===== config.mk =====
export PLATFORM = sky130hd
export DESIGN_NAME = m_mem_arbiter
export DESIGN_NICKNAME = d
export VERILOG_FILES = /design/src/rtl/m_mem_arbiter_pkg.sv /design/src/rtl/m_mem_arbiter_starve_cnt.sv /design/src/rtl/m_mem_arbiter.sv
export SDC_FILE = /design/constraint.sdc
export NUM_CORES = 1
export LEC_CHECK = 0
export CAP_MARGIN = 20
export CORE_MARGIN = 4
export CORE_UTILIZATION = 29
export CTS_CLUSTER_SIZE = 8
export DETAILED_ROUTE_END_ITERATION = 6
export HOLD_SLACK_MARGIN = 0.03
export PLACE_DENSITY = 0.86
export SLEW_MARGIN = 20
export SYNTH_ARGS = -nofsm -noshare
export SYNTH_HDL_FRONTEND = slang
export SYNTH_SLANG_ARGS = --single-unit
export TNS_END_PERCENT = 50

===== constraint.sdc =====
create_clock -name w_clk -period 1.6 [get_ports w_clk]
set_input_delay 0.24 -clock w_clk [delete_from_list [all_inputs] [get_ports w_clk]]
set_output_delay 0.24 -clock w_clk [all_outputs]
set_load 0.02 [all_outputs]

===== src/rtl/m_mem_arbiter_pkg.sv =====
// Shared types and widths for the instruction/data memory arbiter.
// Owner encoding tags which port the in-flight read belongs to.
package m_mem_arbiter_pkg;

    localparam int ADDR_W = 12;
    localparam int DATA_W = 32;

    typedef enum logic [1:0] {
        OWN_NONE = 2'd0,
        OWN_I    = 2'd1,
        OWN_D    = 2'd2
    } owner_e;

endpackage


===== src/rtl/m_mem_arbiter_starve_cnt.sv =====
// Saturating counter with synchronous clear, used to track how long the
// instruction port has been denied while requesting.
module m_starve_cnt #(
    parameter int MAX = 3,
    parameter int W   = $clog2(MAX + 1)
) (
    input  logic         w_clk,
    input  logic         w_rst_n,
    input  logic         w_en,
    input  logic         w_inc,
    input  logic         w_clr,
    output logic [W-1:0] r_cnt
);

    always_ff @(posedge w_clk or negedge w_rst_n) begin
        if (!w_rst_n) begin
            r_cnt <= '0;
        end else if (w_en) begin
            if (w_clr) begin
                r_cnt <= '0;
            end else if (w_inc && (r_cnt != W'(MAX))) begin
                r_cnt <= r_cnt + 1'b1;
            end
        end
    end

endmodule


===== src/rtl/m_mem_arbiter.sv =====
// Arbitrates one single-port synchronous memory between the read-only
// instruction port and the read/write data port of the core.
module m_mem_arbiter
    import m_mem_arbiter_pkg::*;
#(
    parameter int STARVE_MAX = 3,
    parameter int CNT_W      = 32
) (
    input  logic              w_clk,
    input  logic              w_rst_n,
    input  logic              w_ce,
    input  logic              w_i_valid,
    input  logic [ADDR_W-1:0] w_i_addr,
    output logic              w_i_ready,
    output logic              w_i_rvalid,
    output logic [DATA_W-1:0] w_i_rdata,
    input  logic              w_d_valid,
    input  logic              w_d_we,
    input  logic [ADDR_W-1:0] w_d_addr,
    input  logic [DATA_W-1:0] w_d_wdata,
    output logic              w_d_ready,
    output logic              w_d_rvalid,
    output logic [DATA_W-1:0] w_d_rdata,
    output logic [ADDR_W-1:0] w_m_addr,
    output logic              w_m_we,
    output logic [DATA_W-1:0] w_m_wdata,
    input  logic [DATA_W-1:0] w_m_rdata,
    output logic [CNT_W-1:0]  r_conf_cnt
);

    localparam int STW = $clog2(STARVE_MAX + 1);

    logic [STW-1:0] r_starve;
    owner_e         r_owner;
    owner_e         owner_nxt;
    logic           grant_i;
    logic           grant_d;
    logic           starve_hit;

    assign starve_hit = (r_starve == STW'(STARVE_MAX));

    // D has fixed priority unless I has already waited the full budget.
    always_comb begin
        grant_i = 1'b0;
        grant_d = 1'b0;
        if (w_ce) begin
            if (w_i_valid && starve_hit) begin
                grant_i = 1'b1;
            end else if (w_d_valid) begin
                grant_d = 1'b1;
            end else if (w_i_valid) begin
                grant_i = 1'b1;
            end
        end
    end

    assign w_i_ready = grant_i;
    assign w_d_ready = grant_d;
    assign w_m_addr  = grant_d ? w_d_addr : w_i_addr;
    assign w_m_we    = grant_d && w_d_we;
    assign w_m_wdata = w_d_wdata;

    m_starve_cnt #(
        .MAX (STARVE_MAX),
        .W   (STW)
    ) u_starve (
        .w_clk   (w_clk),
        .w_rst_n (w_rst_n),
        .w_en    (w_ce),
        .w_inc   (w_i_valid && !grant_i),
        .w_clr   (grant_i || !w_i_valid),
        .r_cnt   (r_starve)
    );

    always_ff @(posedge w_clk or negedge w_rst_n) begin
        if (!w_rst_n) begin
            r_owner <= OWN_NONE;
        end else begin
            r_owner <= owner_nxt;
        end
    end

    // Owner holds while disabled so a pending response stays visible.
    always_comb begin
        owner_nxt = r_owner;
        if (w_ce) begin
            owner_nxt = OWN_NONE;
            if (grant_i) begin
                owner_nxt = OWN_I;
            end else if (grant_d && !w_d_we) begin
                owner_nxt = OWN_D;
            end
        end
    end

    assign w_i_rvalid = (r_owner == OWN_I);
    assign w_d_rvalid = (r_owner == OWN_D);
    assign w_i_rdata  = w_m_rdata;
    assign w_d_rdata  = w_m_rdata;

    always_ff @(posedge w_clk or negedge w_rst_n) begin
        if (!w_rst_n) begin
            r_conf_cnt <= '0;
        end else if (w_ce && w_i_valid && w_d_valid) begin
            r_conf_cnt <= r_conf_cnt + 1'b1;
        end
    end

endmodule


==> results.json <==
{
  "worst_pin_slew_ns": 0.294,
  "p_total_mw": 2.47,
  "place.gp.congestion": 0.900,
  "die_w_um": 103,
  "synthSimpleGateAreaFrac_pct": 18.1,
  "hold_path.class": "in2async",
  "drt_iter0_drc": 51,
  "timing.rr.end": "r_conf_cnt[17]$_DFFE_PN0P_",
  "reg2reg_slack_ns": -0.12,
  "grt_first_pass_wirelength_mm": 11.7,
  "dp.final_hpwl_mm": 5.99,
  "vias": 1945,
  "numCtsBuffers": 5,
  "setup_viol": 31,
  "synth.avg_cell_area_um2": 9.71,
  "synth_cells": 272,
  "critical_path.top_delay_family": "flip-flops",
  "io_buffers": 78,
  "fin_crit_sh_pct": 119,
  "hold_violations": 0,
  "power.leakage_nw": 1.97,
  "worstRegToRegCells": 5,
  "slowest_stage": "dfrtp_1",
  "holdWs_ns": 0.445,
  "power.density_mw_per_mm2": 694,
  "start_util_pct": 30.0,
  "status": "finished, violations left",
  "violations": "setup timing",
  "ys_seq_elements": 36,
  "drc": 0,
  "synth_area_mm2": 0.00264,
  "die_area_mm2": 0.0107,
  "synth_compound_area_share_pct": 0.947,
  "end_kind": "primary output",
  "grt_max_degree": 37,
  "required_ns": 1.36,
  "routed_wl_mm": 8.08,
  "arrival_ns": 1.67,
  "diodes": 0,
  "utilization_pct": 40.5,
  "r2r-start": "r_conf_cnt[10]$_DFFE_PN0P_",
  "max_stage_delay_ns": 0.37,
  "synthMuxAreaShare_pct": 5.12,
  "layout_setup_ws_ns": -0.312,
  "via_per_inst": 4.64,
  "core_mm2": 0.00881,
  "fin_crit_ns": 1.91,
  "row_count": 34,
  "synth-seq-area-share_pct": 34.1,
  "fin_worst_skew_ns": 0.0105,
  "num_io_pins": 239,
  "clockBufferDepth": 2,
  "grt_pass1_vias": 2134,
  "grtUsageTotal_pct": 15.1,
  "rsz0062_at_grt": "yes",
  "ys_types": 33,
  "nNetsFinal": 406,
  "fmax_mhz": 523,
  "clock-root-buffer": "clkbuf_8",
  "crit_fanout": 14,
  "area_delta_synth_final_pct": 35.0,
  "grt_overflow": 0,
  "final_layout_size_suffix_gt1_share_pct": 43.1,
  "crit_chain": "ha_2, nand2_2, nand3_2, buf_12, mux2_2, buf_2",
  "insertion_delay_ns": 0.29,
  "first_pass_iters": 4,
  "cts.clk_slew.worst_paths_ns": 0.08,
  "die_y_um": 103,
  "max_cap_viol_count": 0,
  "synth.net_count": 368,
  "antenna_left": 0,
  "wire_per_inst_um": 19.3,
  "synth-warning-count": 0,
  "start_kind": "flop",
  "synth_top_family_by_area": "buffers and inverters",
  "slew_violations": 0,
  "clock_sinks": 36,
  "synth_xor_xnor_area_share_pct": 10.3,
  "ir_drop_mv": 0.329,
  "cts_tree": "built",
  "cp.depth": 6,
  "h-tree-depth": 2,
  "relSlewSlack_pct": 80.2,
  "antenna_found_initial": 0,
  "timing_worst_setup_path_type": "reg2out",
  "synth_adder_area_share_pct": 0.947,
  "cp.buffers_inverters": 2
}
==> Yosys cell counts, drive strengths merged <==
cell type	instances	area [um^2]
buf	102	771
dfrtp	36	901
xor2	23	201
nand2	15	56.3
nand3	13	75.1
mux2	12	135
nor4	10	92.6
inv	8	30.0
nor2	8	30.0
nor3	8	40.0
xnor2	8	70.1
nand4	6	43.8
and4	4	35.0
and2	3	18.8
and3	3	21.3
ha	2	25.0
nor4b	2	30.0
o22ai	2	12.5
clkbuf	1	3.75
nand2b	1	6.26
nor2b	1	6.26
nor3b	1	12.5
o21ai	1	5.00
o31ai	1	7.51
or4	1	11.3
==> flip-flops by register name, indices dropped and copies added, names as in the netlist <==
name	flops
u_starve.r_cnt	2
r_owner	2
r_conf_cnt	32
==> logic make-up (layout without fill, tap and decap cells) <==
kind of cell,after synthesis,after routing
buffers and inverters,111,149
XOR/XNOR,31,31
flip-flops,36,36
AO/OA/AOI/OAI,4,4
AND/OR/NAND/NOR,76,77
multiplexers,12,12
adder cells (fa/ha/maj),2,2
==> tightest hold or removal path, delay by kind of cell <==
family / cells / cell delay (ns)
buf+inv: 3 / 0.86
==> what timing repair did <==
item	CTS	global route
cloned	3	0
gates resized for setup	133	16
buffers inserted	9	1
setup endpoints to repair	65	40
pin swaps	30	7
hold endpoints to repair	36	0
hold buffers	1	0
==> final cells by class <==
type                    instances  area, um^2
well taps                     108         135
inverters                       8        30.0
clock inverters                 2        35.0
multi-input cells             126        1200
fillers                       878        5240
repair buffers                133        1180
flip-flops and latches         36         913
clock buffers                   6        72.6
==> layer usage <==
metal	track usage, %	vias up	part of all wire, %
li1	-	887	-
met4	8.76	0	4.9
met3	5.84	16	8.9
met1	13.4	924	31
met5	0	-	0
met2	28.4	118	56
==> per-stage QoR <==
| step | area (um^2) | worst slack [ns] | std cells | setup TNS (ns) |
|---|---|---|---|---|
| 5_1_grt | 3570 | -0.364 | 419 | -7.14 |
| 6_report | 3570 | -0.312 | 419 | -4.76 |
| 3_5_place_dp | 3160 | -0.618 | 397 | -18.42 |
| 4_1_cts | 3490 | -0.307 | 418 | -4.81 |
| 3_3_place_gp | 3160 | -0.545 | 397 | -16.20 |
| 2_1_floorplan | 2690 | -0.107 | 272 | -1.89 |
==> power by group <==
part	internal [mW]	switching [mW]	leakage (nW)
clock network	0.463	0.347	0.0552
logic	0.310	0.329	1.45
registers	0.970	0.0542	0.462
==> cells in the final DEF (no fill, tap or decap), types with 7 or more instances in the layout <==
cell type,instances
buf_4,42
clkdlybuf4s50_1,29
dlygate4sd2_1,28
dfrtp_1,26
xor2_1,23
buf_6,14
nand2_1,13
mux2_2,12
buf_2,12
dfrtp_2,10
nand3_1,9
inv_1,8
nor4_4,8
nor2_1,7
xnor2_1,7
==> worst max-delay path by stage <==
stage / slack, ns / startpoint / endpoint
final: -0.31 / u_starve.r_cnt[1]$_DFFE_PN0P_ / w_m_addr[6]
after global routing: -0.36 / u_starve.r_cnt[0]$_DFFE_PN0P_ / w_m_addr[6]
after CTS: -0.31 / u_starve.r_cnt[1]$_DFFE_PN0P_ / w_m_addr[6]
after detailed placement: -0.62 / w_i_valid / w_m_addr[5]
after global placement: -0.54 / w_i_valid / w_m_addr[10]
after floorplan: -0.11 / r_conf_cnt[7]$_DFFE_PN0P_ / r_conf_cnt[30]$_DFFE_PN0P_
No activity file was read; power rests on OpenSTA's default activity.
